### config.mk
export PLATFORM = sky130hd
export DESIGN_NAME = qpsk_tx_sequencer
export DESIGN_NICKNAME = d
export VERILOG_FILES = /design/src/rtl/qpsk_tx_sequencer.sv
export SDC_FILE = /design/constraint.sdc
export NUM_CORES = 1
export LEC_CHECK = 0
export BUFFER_PORTS_ARGS = -buffer_cell sky130_fd_sc_hd__buf_4
export CAP_MARGIN = 20
export CORE_ASPECT_RATIO = 1.4
export CORE_MARGIN = 4
export CORE_UTILIZATION = 53
export DETAILED_ROUTE_END_ITERATION = 10
export HOLD_SLACK_MARGIN = 0.12
export PLACE_DENSITY_LB_ADDON = 0.3
export SLEW_MARGIN = 40
export SYNTH_ARGS = -nofsm -noshare
export SYNTH_HDL_FRONTEND = slang
export SYNTH_SLANG_ARGS = --single-unit
### constraint.sdc
create_clock -name clk -period 2.6 [get_ports clk]
set_clock_uncertainty 0.15 [all_clocks]
set_input_delay 0.26 -clock clk [delete_from_list [all_inputs] [get_ports clk]]
set_output_delay 0.26 -clock clk [all_outputs]
set_load 0.05 [all_outputs]
### src/rtl/qpsk_tx_sequencer.sv
// Transmit sequencer for the I/Q polyphase RRC filter pair: clock-enable divider,
// per-symbol PRBS9 data for both branches, and a run/drain burst controller.
module qpsk_tx_sequencer #(
   parameter int unsigned UPSAMPLE    = 4,
   parameter int unsigned NCOEF       = 24,
   parameter int unsigned DIV_NBITS   = 8,
   parameter int unsigned BURST_NBITS = 16,
   parameter logic [8:0]  SEED_I      = 9'h1FF,
   parameter logic [8:0]  SEED_Q      = 9'h0A5
) (
   input  logic                   clk,
   input  logic                   reset,
   input  logic                   start,
   input  logic                   stop,
   input  logic [DIV_NBITS-1:0]   div_ratio,
   input  logic [BURST_NBITS-1:0] burst_len,
   output logic                   tx_enable,
   output logic                   tx_in_i,
   output logic                   tx_in_q,
   output logic                   symbol_strobe,
   output logic                   busy,
   output logic                   done,
   output logic [BURST_NBITS-1:0] sym_count
);

   localparam int unsigned PH_W = $clog2(UPSAMPLE);
   localparam int unsigned DR_W = $clog2(NCOEF + 1);
   localparam logic [PH_W-1:0] PH_LAST = PH_W'(UPSAMPLE - 1);
   localparam logic [DR_W-1:0] DR_LAST = DR_W'(NCOEF - 1);
   // An all-zero seed would lock the LFSR, so it is swapped for all-ones.
   localparam logic [8:0] SEED_I_EFF = (SEED_I == 9'd0) ? 9'h1FF : SEED_I;
   localparam logic [8:0] SEED_Q_EFF = (SEED_Q == 9'd0) ? 9'h1FF : SEED_Q;

   typedef enum logic [1:0] {
      IDLE,
      RUN,
      DRAIN
   } state_t;

   state_t                 state, state_n;
   logic [DIV_NBITS-1:0]   div_ratio_r, div_ratio_n;
   logic [BURST_NBITS-1:0] burst_len_r, burst_len_n;
   logic [DIV_NBITS-1:0]   div_cnt, div_cnt_n;
   logic [PH_W-1:0]        phase, phase_n;
   logic [DR_W-1:0]        drain_cnt, drain_cnt_n;
   logic [8:0]             lfsr_i, lfsr_i_n;
   logic [8:0]             lfsr_q, lfsr_q_n;
   logic [BURST_NBITS-1:0] sym_count_n;
   logic [BURST_NBITS-1:0] sym_inc;
   logic                   stop_pend, stop_pend_n;
   logic                   burst_hit, burst_hit_n;
   logic                   tx_enable_n;
   logic                   done_n;
   logic                   sym_last;

   function automatic logic [8:0] prbs9_step(input logic [8:0] s);
      return {s[7:0], s[8] ^ s[4]};
   endfunction

   always_ff @(posedge clk or posedge reset) begin
      if (reset) begin
         state       <= IDLE;
         div_ratio_r <= '0;
         burst_len_r <= '0;
         div_cnt     <= '0;
         phase       <= '0;
         drain_cnt   <= '0;
         lfsr_i      <= SEED_I_EFF;
         lfsr_q      <= SEED_Q_EFF;
         sym_count   <= '0;
         stop_pend   <= 1'b0;
         burst_hit   <= 1'b0;
         tx_enable   <= 1'b0;
         done        <= 1'b0;
      end else begin
         state       <= state_n;
         div_ratio_r <= div_ratio_n;
         burst_len_r <= burst_len_n;
         div_cnt     <= div_cnt_n;
         phase       <= phase_n;
         drain_cnt   <= drain_cnt_n;
         lfsr_i      <= lfsr_i_n;
         lfsr_q      <= lfsr_q_n;
         sym_count   <= sym_count_n;
         stop_pend   <= stop_pend_n;
         burst_hit   <= burst_hit_n;
         tx_enable   <= tx_enable_n;
         done        <= done_n;
      end
   end

   assign sym_last = tx_enable & (phase == PH_LAST);
   assign sym_inc  = sym_count + BURST_NBITS'(1);

   always_comb begin
      state_n     = state;
      div_ratio_n = div_ratio_r;
      burst_len_n = burst_len_r;
      div_cnt_n   = div_cnt;
      phase_n     = phase;
      drain_cnt_n = drain_cnt;
      lfsr_i_n    = lfsr_i;
      lfsr_q_n    = lfsr_q;
      sym_count_n = sym_count;
      stop_pend_n = stop_pend;
      burst_hit_n = burst_hit;
      done_n      = 1'b0;

      unique case (state)
         IDLE: begin
            if (start) begin
               state_n     = RUN;
               div_ratio_n = div_ratio;
               burst_len_n = burst_len;
               div_cnt_n   = '0;
               phase_n     = '0;
               drain_cnt_n = '0;
               lfsr_i_n    = SEED_I_EFF;
               lfsr_q_n    = SEED_Q_EFF;
               sym_count_n = '0;
               stop_pend_n = stop;
               burst_hit_n = 1'b0;
            end
         end

         RUN: begin
            div_cnt_n = (div_cnt == div_ratio_r) ? '0 : div_cnt + DIV_NBITS'(1);
            if (stop)
               stop_pend_n = 1'b1;
            if (symbol_strobe) begin
               sym_count_n = sym_inc;
               if ((burst_len_r != '0) && (sym_inc == burst_len_r))
                  burst_hit_n = 1'b1;
            end
            if (tx_enable)
               phase_n = phase + PH_W'(1);
            // Exit only on the last enable of a symbol so no partial symbol goes out.
            if (sym_last) begin
               lfsr_i_n = prbs9_step(lfsr_i);
               lfsr_q_n = prbs9_step(lfsr_q);
               if (stop_pend | burst_hit) begin
                  state_n     = DRAIN;
                  drain_cnt_n = '0;
               end
            end
         end

         DRAIN: begin
            div_cnt_n = (div_cnt == div_ratio_r) ? '0 : div_cnt + DIV_NBITS'(1);
            if (tx_enable) begin
               if (drain_cnt == DR_LAST) begin
                  state_n     = IDLE;
                  done_n      = 1'b1;
                  stop_pend_n = 1'b0;
                  burst_hit_n = 1'b0;
               end else begin
                  drain_cnt_n = drain_cnt + DR_W'(1);
               end
            end
         end

         default: state_n = IDLE;
      endcase

      // Registered enable: decoded from the divider value the next cycle will hold.
      tx_enable_n = (state_n != IDLE) && (div_cnt_n == div_ratio_n);
   end

   assign busy          = (state != IDLE);
   assign symbol_strobe = tx_enable & (state == RUN) & (phase == '0);
   assign tx_in_i       = (state == RUN) & lfsr_i[8];
   assign tx_in_q       = (state == RUN) & lfsr_q[8];

endmodule

---- Word-level counts from Yosys, hierarchy flattened ----
Index checks and enable logic that the tools add are counted.
Widths: inputs -> output; s select.
storage, ports and cells
  input bits .............................. 28
  register bits after elaboration ......... 79
  output and inout bits ................... 22
  logic and storage cells ................. 100
operators by class
  bitwise operators ....................... 8
  equality and inequality tests ........... 17
  reductions and logical operators ........ 17
  add/subtract/negate cells ............... 4
  muxes and demuxes ....................... 41
operators by type and width
  kind                   number
  $mux 9                 4
  $pmux 9 s2             2
  $mux 16                2
  $mux 8                 4
  $pmux 16 s2            1
  $mux 5                 5
  $ne 2x2->1 const B     10
  $add 16x1->16 const B  1
  $eq 16x16->1           1
  $eq 8x8->1             2
  $pmux 8 s2             1
  $reduce_bool 16->1     1
  $pmux 5 s3             1
  $mux 2                 7
  $reduce_and 6->1       2
  $mux 1                 10
  $reduce_and 3->1       3
  $add 8x1->8 const B    1
  $pmux 1 s3             2
  $pmux 2 s3             1
  $reduce_bool 2->1      3
  $add 5x1->5 const B    1
  $and 1x1->1            5
  $eq 5x5->1 const B     1
  other kinds (12)       16

---- Logic depth before layout (Yosys ltp) ----
  depth after elaboration ................. 6
  mapped depth ............................ 9
  mapped depth without buffers ............ 8

---- Worst setup path after synthesis ----
Ideal clock, no wire load.
  path type ............................... reg2reg
  from .................................... register sym_count[3]
  to ...................................... register burst_hit
  cell stages (with the launch flop) ...... 9
  data required time ...................... 2355 ps
  path slack .............................. -85 ps
  data arrival time ....................... 2440 ps
  path buffers ............................ 2
  setup time .............................. 95 ps
  path through ............................ dfrtp_1 > buf_2 > and4_1 > clkbuf_1 > and3_1 > nand4_1 > xnor2_1 > or4_1 > o31ai_1
on the way
  cells in the longest elaborated chain, start to end .. 5
RTL lines
  item                        RTL line  source
  start: declaration          23        output logic [BURST_NBITS-1:0] sym_count
  start signal: assignment    84        sym_count <= sym_count_n;
  $add 16x1->16               93        assign sym_inc = sym_count + BURST_NBITS'(1);
  $eq 16x16->1                132       if ((burst_len_r != '0) && (sym_inc == burst_len_r))
  $logic_and 1x1->1           132
  $ne 2x2->1 (no line)        n/a
  $reduce_and 6->1 (no line)  n/a
  end signal: assignment      86        burst_hit <= burst_hit_n;
  end: declaration            51        logic burst_hit, burst_hit_n;
No other way between the ends.
A chain may end at the register's enable or synchronous reset.

---- Worst setup path after layout ----
  from .................................... register div_cnt[1]
  to ...................................... register tx_enable
on the way
  cells in the longest elaborated chain, start to end .. 5
  elaborated cells on any way between the ends .. 7
  those cells by class .................... 1 x add/sub; 2 x eq/ne; 3 x mux; 1 x reduce/logical
RTL lines
  item                                              RTL line  source
  start: declaration                                43        logic [DIV_NBITS-1:0] div_cnt, div_cnt_n;
  start signal: assignment                          79        div_cnt <= div_cnt_n;
  $add 8x1->8 / $eq 8x8->1 (equally long branches)  127, 149
  $mux 8                                            127, 149
  $pmux 8 s2 (*)                                    109       unique case (state)
  $eq 8x8->1 (*)                                    166       tx_enable_n = (state_n != IDLE) && (div_cnt_n == div_ratio_n);
  $logic_and 1x1->1 (*)                             166
  named net tx_enable_n                             52        logic tx_enable_n;
  end signal: assignment                            87        tx_enable <= tx_enable_n;
  end: declaration                                  17        output logic tx_enable,
Mark *: on every way through the listed nets, which the timed path passes. The rest lies on a longest branch.

==> metrics <==
Internal=3.58 mW; post-route cell area=5750 um2; Reg clk slew, reported paths=0.06 ns; worst hold path startpoint=div_ratio[0]; maxcap violations=0; routed length per instance=16.3 um; FMAX=0.382 GHz; Slew Limit Fails=0; number of synthesized register bits=79; Setup CP Type=flop to flop; Synth-to-Final Area Change=27.8%; top-area cell type share of the netlist area=36.7%; initial antenna violation count=0; CTS max path bufs=2; Remaining DRCs=0; Placed Cells=619; startpoint types=flop; Post-synth EDFFs=0; P per Cell Area=1030 nW/um2; all-layer global routing usage=22.6%; count leader, synth=dfrtp_1; Synth top cells by count=66 x dfrtp_1, 42 x o21ai_0, 32 x nand2_1, 26 x inv_1, 25 x mux2_2; switching share of total power=39.4%; GPL Wtd Cong=0.909; CTS H-tree lvls=3; CP max stage delay=0.51 ns; r2r setup slk=-0.02 ns; register area share after synthesis=44.3%; Die Ht=117 um; Leak Pwr=2.65 nW; status=finished with violations; worst skew pair latency=0.33 ns; Layout fillers=623; Die ar.=10,000 um2; WP data required=2.69 ns; setup_tns=-0.0184 ns; Initial Utilization=54.9%; synth warn=0; routed wire length=10,900 um; final setup violation count=1; CP max stage cell=or4_4; final hold violations=0; sequential share of power=34.7%; Finished Layout Cells=666; Horiz. Die Dim=85.9 um; asr flop ratio synth=100%; Post-Syn Area=4500 um2; Avg Cell Area, Syn=9.63 um2; 1st-pass router iterations=4; Inserted Clock Buffers=9; Site Rows=39; Syn Nets=504; PnR worst setup slack=-0.0184 ns; CP bufs+invs=0; CTS tree=yes; Core Footprint=8200 um2; failing checks=setup timing; fin crit share=101%; nets=596; worst rel slew slack=61.4%; crit path from=div_cnt[1]; antenna cells=0; Max VDD drop=0.000621 V; Arrival @ worst endpoint=2.71 ns; WHS Path Cells=4; hold_ws=0.135 ns; vias in the first global route=3,889; # clock sinks=79; Worst R2R Start=div_cnt[1]; GR Overflow Total=0; clock share of power=20.0%; Area contributors post-synth=dfrtp_1 37%, dfstp_2 7.6%, mux2_2 6.3%; synthesized instance count=467; Core Util, Final=70.1%; global-route wire length before repair=17,800 um; post-DP HPWL=7630 um; Top Family by Delay on Critical Path=simple AND/OR/NAND/NOR gates; CTS Root Buffer Type=clkbuf_16; Logic pwr share=45.4%; critical path peak fanout=4; stages on the worst setup path=7; Power, Total=5.90 mW; Least-Margin Pin Slew=0.578 ns; largest net degree at the start of global routing=54; sequence of cells on the critical path=ha_2 > nand3_2 > or3_1 > a221o_1 > and3_1 > or4_4 > nor4_2; I/O pins=50; Synth cell types=50; Routed Antenna Nets=0; reg2reg path depth=7; Area after DPL=5120 um2; share of layout cells above drive strength 1=28.2%; vias per cell=5.86; hold crit path type=input pin to flop; worst slack, placed=0.0349 ns; CP Capture Type=flop; Final min period=2.62 ns; Sw Pwr=2.33 mW; Port Buffers=49; DRT iter0 DRCs=170; main flop type after synthesis=dfrtp_1; Yosys top cell by area=dfrtp_1; vias=3,900; RSZ-0062 raised after global routing=true
-- flip-flops by register name (all words and copies together) (netlist names), 5 cells and up --
register     cells
burst_len_r     16
div_cnt          8
div_ratio_r      8
drain_cnt        5
lfsr_i           9
lfsr_q           9
sym_count       16
-- layout make-up --
class / count / area [um2] / share of cell area, %
Inverter: 26 / 97.6 / 1.70
Sequential cell: 79 / 2000 / 34.8
Clock buffer: 13 / 260 / 4.53
Clock inverter: 3 / 17.5 / 0.305
Timing Repair Buffer: 105 / 880 / 15.3
Multi-Input combinational cell: 338 / 2360 / 41.1
Tap cell: 102 / 128 / 2.22
-- placed cells by master, fill, tap and decap left out, types with 11 or more instances in the layout --
cell,instances
mux2_2,25
buf_4,77
xnor2_1,17
o21ai_0,42
dlygate4sd3_1,25
nor3_1,17
a21oi_1,15
dfrtp_1,61
a21o_1,11
dfstp_2,13
and3_1,12
inv_1,25
xor2_1,13
nand2_1,31
a22o_1,16
nor2_1,18
nand3_1,17
-- layer usage --
| layer | GRT usage [%] | part of all wire (%) |
|---|---|---|
| met5 | 0 | 0 |
| met4 | 8.45 | 2.2 |
| met3 | 5.39 | 4.3 |
| met2 | 41.9 | 54 |
| met1 | 24.9 | 39 |
-- worst paths after layout --
check | to
hold / removal | div_ratio_r[0]
hold reg to reg | lfsr_i[8]
setup reg to reg | tx_enable
min in group asynchronous | burst_len_r[15]
max in group asynchronous | lfsr_i[2]
setup / recovery | tx_enable
-- power by group through the flow --
| stage | logic (mW) | clock network, mW | registers, mW |
|---|---|---|---|
| floorplan | 1.76 | 0 | 2.07 |
| global placement | 2.43 | 0 | 2.03 |
| detailed placement | 2.51 | 0 | 2.05 |
| CTS | 2.56 | 1.20 | 2.03 |
| global route | 2.93 | 1.26 | 2.10 |
| finish | 2.68 | 1.18 | 2.05 |
-- tightest hold or removal path, delay by kind of cell --
| family | cells | cell delay, ns |
|---|---|---|
| buf+inv | 3 | 0.28 |
| mux | 1 | 0.05 |
-- cells by family after synthesis --
family | count (synthesis) | synth area share, %
DFF | 79 | 44.3
and+or+nand+nor | 156 | 19.3
AOI/OAI and AO/OA | 112 | 16.2
buffers and inverters | 50 | 4.31
muxes | 30 | 7.37
xor gates and xnor gates | 31 | 6.04
adders and majority gates | 9 | 2.50
-- repair_timing --
item,in CTS,in global routing
setup endpoints to repair,0,6
buffers inserted,0,6
gates resized for setup,0,13
hold endpoints to repair,40,0
hold buffers,25,0
(Power assumes the default switching activity.)
